## src/rtl/mul_pkg.sv

```systemverilog
// Shared types and width helpers for the sequential multiplier.
// Imported by the controller and the datapath.
package mul_pkg;

   typedef enum logic [1:0] {
      IDLE,
      CALC,
      DONE
   } mul_state_t;

   localparam int unsigned PROD_MULT = 2;

   function automatic int prod_w(input int w);
      return PROD_MULT * w;
   endfunction

endpackage

```

## src/rtl/mul_seq_dp.sv

```systemverilog
// Shift-add datapath: A/B shift registers, P accumulator,
// sign flag and the negated/registered product.
module mul_seq_dp
   import mul_pkg::*;
#(
   parameter int WIDTH = 16,
   parameter int CNT_W = $clog2(WIDTH + 2)
) (
   input  logic               clk,
   input  logic               rst,
   input  logic               load,
   input  logic               step,
   input  logic               finish,
   input  logic               signed_mode,
   input  logic [WIDTH-1:0]   a_in,
   input  logic [WIDTH-1:0]   b_in,
   output logic               bzero,
   output logic [2*WIDTH-1:0] product
);

   localparam int PW = prod_w(WIDTH);

   logic [PW-1:0]    a_q, a_d;
   logic [PW-1:0]    p_q, p_d;
   logic [PW-1:0]    prod_q, prod_d;
   logic [WIDTH-1:0] b_q, b_d;
   logic [WIDTH-1:0] mag_a, mag_b;
   logic             sign_q, sign_d;
   logic [CNT_W-1:0] cnt_q, cnt_d;

   // operand magnitudes differ from the raw inputs only in signed mode
   always_comb begin
      mag_a = (signed_mode && a_in[WIDTH-1]) ? -a_in : a_in;
      mag_b = (signed_mode && b_in[WIDTH-1]) ? -b_in : b_in;
   end

   // next state for operand load, shift-add step and product capture
   always_comb begin
      a_d    = a_q;
      b_d    = b_q;
      p_d    = p_q;
      sign_d = sign_q;
      cnt_d  = cnt_q;
      prod_d = prod_q;
      if (load) begin
         a_d    = {{WIDTH{1'b0}}, mag_a};
         b_d    = mag_b;
         p_d    = '0;
         cnt_d  = '0;
         sign_d = signed_mode & (a_in[WIDTH-1] ^ b_in[WIDTH-1]);
      end else if (step) begin
         if (b_q[0]) begin
            p_d = p_q + a_q;
         end
         a_d   = a_q << 1;
         b_d   = b_q >> 1;
         cnt_d = cnt_q + CNT_W'(1);
      end
      if (finish) begin
         prod_d = sign_q ? -p_q : p_q;
      end
   end

   // the counter bound is a backstop; B is always empty by then
   assign bzero   = (b_q == '0) || (cnt_q == CNT_W'(WIDTH));
   assign product = prod_q;

   // datapath registers with synchronous clear
   always_ff @(posedge clk) begin
      if (rst) begin
         a_q    <= '0;
         b_q    <= '0;
         p_q    <= '0;
         sign_q <= 1'b0;
         cnt_q  <= '0;
         prod_q <= '0;
      end else begin
         a_q    <= a_d;
         b_q    <= b_d;
         p_q    <= p_d;
         sign_q <= sign_d;
         cnt_q  <= cnt_d;
         prod_q <= prod_d;
      end
   end

endmodule

```

## src/rtl/mul_seq_param.sv

```systemverilog
// Sequential radix-2 multiplier top: controller FSM
// driving the shift-add datapath with start/busy/done.
module mul_seq_param
   import mul_pkg::*;
#(
   parameter int WIDTH = 16,
   parameter int CNT_W = $clog2(WIDTH + 2)
) (
   input  logic               clk,
   input  logic               rst,
   input  logic               start,
   input  logic               signed_mode,
   input  logic [WIDTH-1:0]   a_in,
   input  logic [WIDTH-1:0]   b_in,
   output logic               busy,
   output logic               done,
   output logic [2*WIDTH-1:0] product
);

   mul_state_t state_q, state_d;
   logic       load, step, finish, bzero;

   // next state, datapath strobes and handshake outputs
   always_comb begin
      state_d = state_q;
      load    = 1'b0;
      step    = 1'b0;
      finish  = 1'b0;
      busy    = 1'b0;
      done    = 1'b0;
      case (state_q)
         IDLE: begin
            if (start) begin
               load    = 1'b1;
               state_d = CALC;
            end
         end
         CALC: begin
            busy = 1'b1;
            if (bzero) begin
               finish  = 1'b1;
               state_d = DONE;
            end else begin
               step = 1'b1;
            end
         end
         DONE: begin
            busy    = 1'b1;
            done    = 1'b1;
            state_d = IDLE;
         end
         default: state_d = IDLE;
      endcase
   end

   // state register with synchronous reset
   always_ff @(posedge clk) begin
      if (rst) begin
         state_q <= IDLE;
      end else begin
         state_q <= state_d;
      end
   end

   mul_seq_dp #(
      .WIDTH (WIDTH),
      .CNT_W (CNT_W)
   ) u_dp (
      .clk         (clk),
      .rst         (rst),
      .load        (load),
      .step        (step),
      .finish      (finish),
      .signed_mode (signed_mode),
      .a_in        (a_in),
      .b_in        (b_in),
      .bzero       (bzero),
      .product     (product)
   );

endmodule

```

## config.mk

```make
export PLATFORM = sky130hd
export DESIGN_NAME = mul_seq_param
export DESIGN_NICKNAME = d
export VERILOG_FILES = /design/src/rtl/mul_pkg.sv /design/src/rtl/mul_seq_dp.sv /design/src/rtl/mul_seq_param.sv
export SDC_FILE = /design/constraint.sdc
export NUM_CORES = 1
export LEC_CHECK = 0
export CAP_MARGIN = 20
export CORE_MARGIN = 8
export CORE_UTILIZATION = 45
export DETAILED_ROUTE_END_ITERATION = 10
export GPL_ROUTABILITY_DRIVEN = 0
export PLACE_DENSITY = 0.71
export SLEW_MARGIN = 40
export SYNTH_ARGS = -nofsm -noshare
export SYNTH_HDL_FRONTEND = slang
export SYNTH_HIERARCHICAL = 1
export SYNTH_SLANG_ARGS = --single-unit
```

## constraint.sdc

```tcl
create_clock -name clk -period 3 [get_ports clk]
set_input_delay 0.6 -clock clk [delete_from_list [all_inputs] [get_ports clk]]
set_output_delay 0.6 -clock clk [all_outputs]
set_load 0.02 [all_outputs]
```

=== Word-level counts from Yosys, hierarchy flattened ===
Cells that the tools add are included.
W data, S select, Z words.

* Bits in registers: 120
* Input bits: 36
* Output and inout bits: 34
* Word-level logic and storage cells: 48

* Add/sub/neg operators: 5
* Equality and inequality tests: 5
* Multiplexer cells: 18
* Bitwise operators: 2
* Reduce and logical (&&, ||, !) cells: 10

{| class="wikitable"
|+ Operator list
! kind !! number
|-
| $mux W16 || 6
|-
| $add A32 B32 Y32 || 1
|-
| $mux W32 || 1
|-
| $neg A16 Y16 || 2
|-
| $neg A32 Y32 || 1
|-
| $logic_not A16 Y1 || 1
|-
| $mux W1 || 8
|-
| $add A5 B1 Y5 const B || 1
|-
| $eq A5 B5 Y1 const B || 1
|-
| $mux W2 || 2
|-
| $ne A2 B2 Y1 const B || 2
|-
| $pmux W2 S2 || 1
|-
| $reduce_and A2 Y1 || 2
|-
| $reduce_or A2 Y1 || 2
|-
| $eq A2 B1 Y1 const B || 1
|-
| $eq A2 B2 Y1 const B || 1
|-
| $logic_and A1 B1 Y1 || 2
|-
| $logic_not A2 Y1 || 1
|-
| $reduce_bool A2 Y1 || 1
|-
| $and A1 B1 Y1 || 1
|-
| $logic_or A1 B1 Y1 || 1
|-
| $xor A1 B1 Y1 || 1
|}

=== Longest topological paths before layout ===
Gate-level depths: netlist (run 1).

* Depth after elaboration: 6
* Mapped depth: 11
* Depth with buffers taken out: 10

=== Modules after synthesis ===
The synthesis (run 1) kept the hierarchy.

{| class="wikitable"
|+ Modules (own cells, without submodules)
! module !! times used !! cells an instance !! area each (um^2) !! sequential area each (um^2)
|-
| mul_seq_dp || 1 || 859 || 7116.8 || 2362.3
|-
| mul_seq_param || 1 || 20 || 193.9 || 40.0
|}

=== Least setup slack after synthesis (run 1) ===
No wires, ideal clock.

* Path kind: register -> register
* Start: register u_dp.p_q[0]
* End: register u_dp.p_q[20]
* Library setup time: 117 ps
* Arrival time: 2631 ps
* Required time: 2883 ps
* Path slack: 252 ps
* Stages on the path, launching flop included: 11
* Path buffers: 0
* Period minus slack after synthesis: 2748 ps
* Cells stage by stage: dfxtp_1 -> ha_1 -> fa_1 -> a21oi_1 -> nor3_1 -> o21ai_0 -> o21ai_0 -> o31ai_1 -> o21ai_0 -> xor2_1 -> a22o_1

* Word-level cells in the longest chain between the ends: 1

{| class="wikitable"
|+ RTL lines
! item !! RTL line !! source
|-
| from (decl) || mul_seq_dp.sv:24 || <nowiki>logic [PW-1:0] p_q, p_d;</nowiki>
|-
| from (signal assigned) || mul_seq_dp.sv:80 || <nowiki>p_q <= p_d;</nowiki>
|-
| $add A32 B32 Y32 || mul_seq_dp.sv:53 || <nowiki>p_d = p_q + a_q;</nowiki>
|}

No other way between the ends.
A chain may end at the register's enable or synchronous reset.

=== Final worst setup path (run 1) ===
* Start: register u_dp.p_q[12]
* End: register u_dp.prod_q[28] (netlist: u_dp/product[28])

* Word-level cells in the longest chain between the ends: 2

{| class="wikitable"
|+ RTL lines
! item !! RTL line !! source
|-
| $neg A32 Y32 || mul_seq_dp.sv:60 || <nowiki>prod_d = sign_q ? -p_q : p_q;</nowiki>
|-
| $mux W32 || mul_seq_dp.sv:60 ||
|-
| to (signal assigned) || mul_seq_dp.sv:83 || <nowiki>prod_q <= prod_d;</nowiki>
|-
| to (decl) || mul_seq_dp.sv:25 || <nowiki>logic [PW-1:0] prod_q, prod_d;</nowiki>
|}

No other way between the ends.

==> summary.md, run 1 <==
| Metric | Value |
|---|---|
| Leak pwr | 0.00340 uW |
| Hold depth | 2 |
| Worst Hold Path EP | u_dp/product[27] |
| Syn Nets | 957 |
| Routed met3 length | 1.03 mm |
| Reg-to-reg setup timing slack | 0.14 ns |
| Starting Density | 46.0% |
| HPWL after DPL | 12.9 mm |
| Setup Fix Bufs, Post-CTS | 0 |
| Post-synth top area cell | dfxtp_1 |
| Post-Route WL | ~17 mm |
| Drt pass-1 iters | 5 |
| Status | finished, final reports clean |
| Final Instance Area | 0.00894 mm2 |
| Final min period | 2.86 ns |
| Synth Instances | 879 |
| Yosys cell types | 54 |
| Worst Setup End Kind | register |
| Vias per Instance | between 5 and 6 |
| Total of max-cap violations | 0 |
| Dpl ws | between 0.1 and 0.15 ns |
| Die Y | 143 um |
| Slew Limit Fails | 0 |
| Skew final | between 0.007 and 0.008 ns |
| Total number of H-tree levels | 4 |
| Synth warnings | 6 |
| Startpoint types | register |
| Critical-path top delay cell | or4_4 |
| Number of synthesized flops with an enable pin | 0 |
| Clock Root Buffer | clkbuf_16 |
| Final setup violating endpoints | 0 |
| Worst Path Arrival | 3.16 ns |
| First-pass GRT wire length | 29.0 mm |
| Cell Area, Synth | 0.00731 mm2 |
| Nets@finish | 1026 |
| Clock Path Buffers | 2 |
| Maximum VDD drop | about 0.44 mV |
| Hold Buf Count CTS | 0 |
| Req. time, crit path | about 3.3 ns |
| Number of buffers added on ports | 69 |
| Fillers | 1450 |
| # clock sinks | 120 |
| Worst skew pair latency | about 0.41 ns |
| Gr usage total | 17.3% |
| Worst slew pin tran | between 0.7 and 0.8 ns |
| Top layer in use | met4 |
| Fin. Hold Viols | 0 |
| Unrepaired setup endpoints after global routing | true |
| Total power | 5680 uW |
| Post-synth ARST share | 0% |
| Register bit total from synthesis | 120 |
| Clock transition at path regs | 0.05 ns |
| Reg2reg end | u_dp/product[28] |
| CTS tree | yes |
| Vias in the first global route | ~5900 |
| CP delay by family, top | simple AND/OR/NAND/NOR gates |
| Crit path buffers/inverters | 0 |
| DRT iter0 DRCs | 475 |
| Synth-to-Final Area Change | 22.3% |
| Wirelength per Cell | between 10 and 15 um |
| Final setup margin | 0.136 ns |
| Die footprint | 0.0206 mm2 |
| Cell count of the worst reg-to-reg path | 8 |
| Count leader, synth | dfxtp_1 |
| Peak Freq | 349 MHz |
| Cell repeated most along the worst path | or4_4 |
| Crit path largest cell delay | 0.56 ns |
| Final hold slack | between 0.4 and 0.5 ns |
| Share of layout cells above drive strength 1 | 7.71% |
| Initial antenna violation count | 0 |
| Hold_sp | u_dp/product[27] |
| Period utilization | about 95% |
| Top cell type's share of synthesized area | 32.9% |
| Post-synthesis sequential area ratio | between 30% and 40% |
| Synthesized area per cell | 8.32 um2 |
| WL met2 | 7.08 mm |
| Synth cell count leaders | dfxtp_1, a211oi_1, nand2_1 |
| PwrDens | 635 mW/mm2 |
| Core area | 0.0159 mm2 |
| Die X | 143 um |
| Diodes inserted | 0 |
| GR Overflow Total | 0 |
| Leading post-synthesis cells by cell area | dfxtp_1, a211oi_1, ha_1, xor2_1, a21oi_1 |
| Worst Hold Class | reg2reg |
| I/O pins | 70 |
| Met1 wire length | approximately 9 mm |
| Pin count of the biggest net entering global routing | 67 |
| Max_slew headroom | a little over half |
| Placed inst area | ~0.0083 mm2 |
| Antenna Nets Post-Route | 0 |
| Crit path cell chain | or4_4 -> or4b_4 -> nor4_4 -> nand3b_1 -> or4_4 -> o31ai_4 -> xor2_1 -> o21ai_1 |
| Top_reg_cell synth | dfxtp_1 |
| Critical path type | reg2reg |
| # rows | 46 |
| Critical R2R Launch | u_dp/p_q[12] |
| DRC | 0 |
| Worst Path Max Fanout | 5 |
| Vias | about 6500 |
| CTS Buf Count | 17 |
-- flip-flops by register name, summed over array words and instances (netlist names) --
name,count
u_dp/p_q,32
u_dp/sign_q,1
u_dp/cnt_q,5
u_dp/b_q,16
u_dp/a_q,32
u_dp/product,32
state_q,2
-- layout make-up --
class	instances	area (um2)	share of cell area, %
Clock buffer	24	492	5.50
Inverter	20	75.1	0.840
Tap cell	216	270	3.02
Timing Repair Buffer	97	896	10.0
Clock inverter	7	140	1.57
Sequential cell	120	2400	26.9
Multi-Input combinational cell	692	4670	52.2
-- logic make-up after synthesis --
logic type / synth area share, %
adders and majority gates: 7.29
AOI/OAI and AO/OA: 24.2
xor gates and xnor gates: 9.94
buffers and inverters: 3.44
DFF: 32.9
and+or+nand+nor: 19.0
muxes: 3.29
-- cells in the final DEF (no fill, tap or decap), drive strengths merged, types with 13 or more instances in the layout --
cell type	instances
nor2	77
dfxtp	120
nand2	78
ha	41
buf	29
clkbuf	24
nor2b	33
o21ai	50
xor2	53
xnor2	30
a21oi	62
clkdlybuf4s50	68
nand3	13
o31ai	17
inv	20
mux2i	24
a211oi	81
-- routing by layer --
layer / vias to the layer above / track usage, %
met3: 16 / 3.55
met1: 2924 / 25.2
met2: 157 / 24.8
met4: 0 / 5.31
li1: 3356 / -
met5: - / 0
-- timing repair --
action	CTS	global route
resized for setup	0	3
hold endpoints to repair	0	0
setup endpoints to repair	0	2
-- how the worst max path moves through the flow --
stage / start / endpoint / slack [ns] / cells after the start
finish: u_dp/p_q[12] / u_dp/product[28] / 0.14 / 8
global route: u_dp/p_q[12] / u_dp/product[29] / -0.003 / 8
CTS: u_dp/p_q[12] / u_dp/product[31] / 0.14 / 8
detailed placement: u_dp/p_q[12] / u_dp/product[28] / 0.15 / 8
global placement: u_dp/p_q[12] / u_dp/product[28] / 0.18 / 8
floorplan: u_dp/p_q[0] / u_dp/p_q[20] / 0.25 / 10
-- power breakdown --
group	switching [uW]	internal (uW)	leakage (uW)
combinational	899	665	0.00212
clock	694	1470	0.000303
sequential	173	1780	0.000975
total	1770	3910	0.00340
-- per-stage QoR --
| step | utilization (%) | TNS [ns] | instances |
|---|---|---|---|
| global placement | 52.3 | 0 | 1145 |
| floorplan | - | 0 | 879 |
| CTS | 56.2 | 0 | 1176 |
| detailed placement | 52.3 | 0 | 1145 |
| finish | 56.3 | 0 | 1176 |
| global route | 56.3 | -0.00323 | 1176 |
-- tightest hold or removal path, stage by stage (launching register included) --
cell	delay, ns
dfxtp_1	0.32
nand2_1	0.04
o21ai_0	0.05
(Power assumes the default switching activity.)
==> run 2: changes to the inputs <==
- HOLD_SLACK_MARGIN: default -> 0.02
==> results of run 2 <==
Final layout, timing and power as in run 1 (identical DEF).
==> run 3: changes to the inputs <==
--- a/config.mk
+++ b/config.mk
@@ -8,8 +8,11 @@
 export CAP_MARGIN = 20
+export CELL_PAD_IN_SITES_DETAIL_PLACEMENT = 1
+export CELL_PAD_IN_SITES_GLOBAL_PLACEMENT = 2
 export CORE_MARGIN = 8
-export CORE_UTILIZATION = 45
+export CORE_UTILIZATION = 39
 export DETAILED_ROUTE_END_ITERATION = 10
+export DONT_BUFFER_PORTS = 1
 export GPL_ROUTABILITY_DRIVEN = 0
 export HOLD_SLACK_MARGIN = 0.02
-export PLACE_DENSITY = 0.71
+export PLACE_DENSITY = 0.86
 export SLEW_MARGIN = 40
--- a/constraint.sdc
+++ b/constraint.sdc
@@ -3,2 +3,2 @@
 set_output_delay 0.6 -clock clk [all_outputs]
-set_load 0.02 [all_outputs]
+set_load 0.005 [all_outputs]
==> run 3 against run 2 <==
Total power down 7.2%. Final cell count shrank 3.9%. Clock power shrank 13%. Critical endpoint is now u_dp/product[31]. Non-clock buffer count fell by 64. Clock skew is 0.0019 ns higher. Global-route usage is 0.081 points higher. Flip-flop and latch count unchanged. Maximum frequency fell by 1.4%. Critical path depth unchanged. First-iteration DRC count decreased by 35%. Die area rose by 14%. Sequential power barely moved.
==> summary.md, run 3 (synthesis results as in run 1) <==
| Metric | Value |
|---|---|
| Hold Buf Count CTS | 0 (unchanged) |
| Drt pass-1 iters | 4 (-1) |
| Gr usage total | 17.4% (+0.081 points) |
| Worst Path Max Fanout | 4 (-1) |
| CTS tree | yes |
| Slew Limit Fails | 0 (unchanged) |
| Worst slew pin tran | 0.641 ns (-0.0675 ns) |
| Diodes inserted | 0 (unchanged) |
| CTS Buf Count | 17 (unchanged) |
| Total number of H-tree levels | 4 (unchanged) |
| Fin. Hold Viols | 0 (unchanged) |
| Final min period | 2.90 ns (+0.0393 ns) |
| Unrepaired setup endpoints after global routing | true |
| Skew final | 0.00898 ns (+0.00194 ns) |
| GR Overflow Total | 0 (unchanged) |
| Pin count of the biggest net entering global routing | 68 (+1.5%) |
| Leading cell types in the layout, fill and taps excluded | dfxtp_1, a211oi_1, nand2_1 |
| Period utilization | 96.8% (+1.3 points) |
| Starting Density | 39.3% (-6.7 points) |
| Die Y | 153 um (+6.6%) |
| Clock Path Buffers | 2 (unchanged) |
| Nets@finish | 962 (-6.2%) |
| Dpl ws | 0.0553 ns (-0.0904 ns) |
| Multi-input logic area | 0.00467 mm2 (+0.19%) |
| Leak pwr | 0.00314 uW (-7.6%) |
| Core area | 0.0186 mm2 (+17%) |
| Final setup margin | 0.0971 ns (-0.0393 ns) |
| WL met2 | 8.25 mm (+16%) |
| Placed inst area | 0.00768 mm2 (-7.5%) |
| Clock transition at path regs | 0.06 ns (about the same) |
| Final setup violating endpoints | 0 (unchanged) |
| # rows | 50 (+8.7%) |
| PwrDens | 639 mW/mm2 (+0.70%) |
| Die footprint | 0.0234 mm2 (+14%) |
| Wirelength per Cell | 17.7 um (+20%) |
| Met1 wire length | 10.7 mm (+18%) |
| Synth-to-Final Area Change | 12.7% |
| Worst skew pair latency | 0.42 ns (about the same) |
| Status | finished, final reports clean |
| Share of layout cells above drive strength 1 | 9.04% (+1.3 points) |
| Number of buffers added on ports | 0 (-100%) |
| DRC | 0 (unchanged) |
| Critical path type | reg2reg |
| Antenna Nets Post-Route | 0 (unchanged) |
| Total negative slack | 0 ns (unchanged) |
| Die X | 153 um (+6.6%) |
| Initial antenna violation count | 0 (unchanged) |
| Total power | 5270 uW (-7.2%) |
| Worst Setup End Kind | register |
| Total of max-cap violations | 0 (unchanged) |
| Vias per Instance | 5.64 (+2.7%) |
| Top layer in use | met4 |
| Final Instance Area | 0.00824 mm2 (-7.9%) |
| Fillers | 2209 (+52%) |
| Flip-flop and latch area | 0.00241 mm2 (+0.16%) |
| DRT iter0 DRCs | 311 (-35%) |
| Routed met3 length | 932 um (-9.2%) |
| Max_slew headroom | 56.9% (+4.5 points) |
| Req. time, crit path | 3.30 ns (about the same) |
| Peak Freq | 344 MHz (-1.4%) |
| Maximum VDD drop | 0.331 mV (-24%) |
| Final Core Density | 44.3% (-12 points) |
| Worst Path Arrival | 3.21 ns (+0.05 ns) |
| Vias | 6370 (-1.3%) |
| Commonest non-fill, non-tap cell in the layout | dfxtp_1 |
| # clock sinks | 120 (unchanged) |
| HPWL after DPL | 14.9 mm (+16%) |
| I/O pins | 70 (unchanged) |
| Vias in the first global route | 6365 (+7.8%) |
| First-pass GRT wire length | 33.6 mm (+16%) |
| Startpoint types | register |
| Worst Hold Class | in2reg |
| Clock Root Buffer | clkbuf_16 |
| Post-Route WL | 20.1 mm (+16%) |
==> run 3: final timing paths <==
check | startpoint | endpoint | slack, ns | depth (start not counted)
worst max-delay path | u_dp/p_q[11] | u_dp/product[31] | 0.1 | 8
worst min-delay path | rst | u_dp/b_q[11] | 0.27 | 1
worst max register to register | u_dp/p_q[11] | u_dp/product[31] | 0.1 | 8
worst min register to register | u_dp/product[29] | u_dp/product[29] | 0.48 | 2
==> run 3: worst max-delay path, stage by stage (launching register included) <==
cell and delay (ns):
dfxtp_1 0.31, or4_4 0.55, or4b_4 0.57, nor4_4 0.24
nand3_1 0.15, or4_4 0.47, o31ai_2 0.23, xor2_1 0.18
o21ai_1 0.07
==> run 3: layout make-up <==
| cell class | instances | share of cell area, % |
|---|---|---|
| Clock buffer | 22 | 5.63 |
| Clock inverter | 9 | 0.926 |
| Inverter | 20 | 0.911 |
| Multi-Input combinational cell | 692 | 56.7 |
| Sequential cell | 120 | 29.2 |
| Tap cell | 234 | 3.55 |
| Timing Repair Buffer | 33 | 3.01 |
==> run 3: metal layers <==
metal	up-vias	global-route usage, %
li1	3217	-
met1	3040	25.1
met2	98	24.9
met3	15	4.00
met4	0	5.14
met5	-	0
==> run 3: report_power, final <==
group | total [uW] | internal, uW | switching [uW] | leakage (uW)
Sequential | 1960 | 1770 | 185 | 0.000975
Clock | 1890 | 1170 | 721 | 0.000269
Combinational | 1420 | 572 | 847 | 0.00189
==> run 3: repair_timing <==
action,in CTS,in global routing
setup buffers,0,0
endpoints found under the setup margin,0,12
resized for setup,0,7
==> run 3: through the flow <==
stage                     instances  hold WS, ns
after floorplan                 879        0.444
after global placement         1099        0.468
after detailed placement       1099        0.470
after CTS                      1130        0.240
after global routing           1130        0.244
final                          1130        0.274
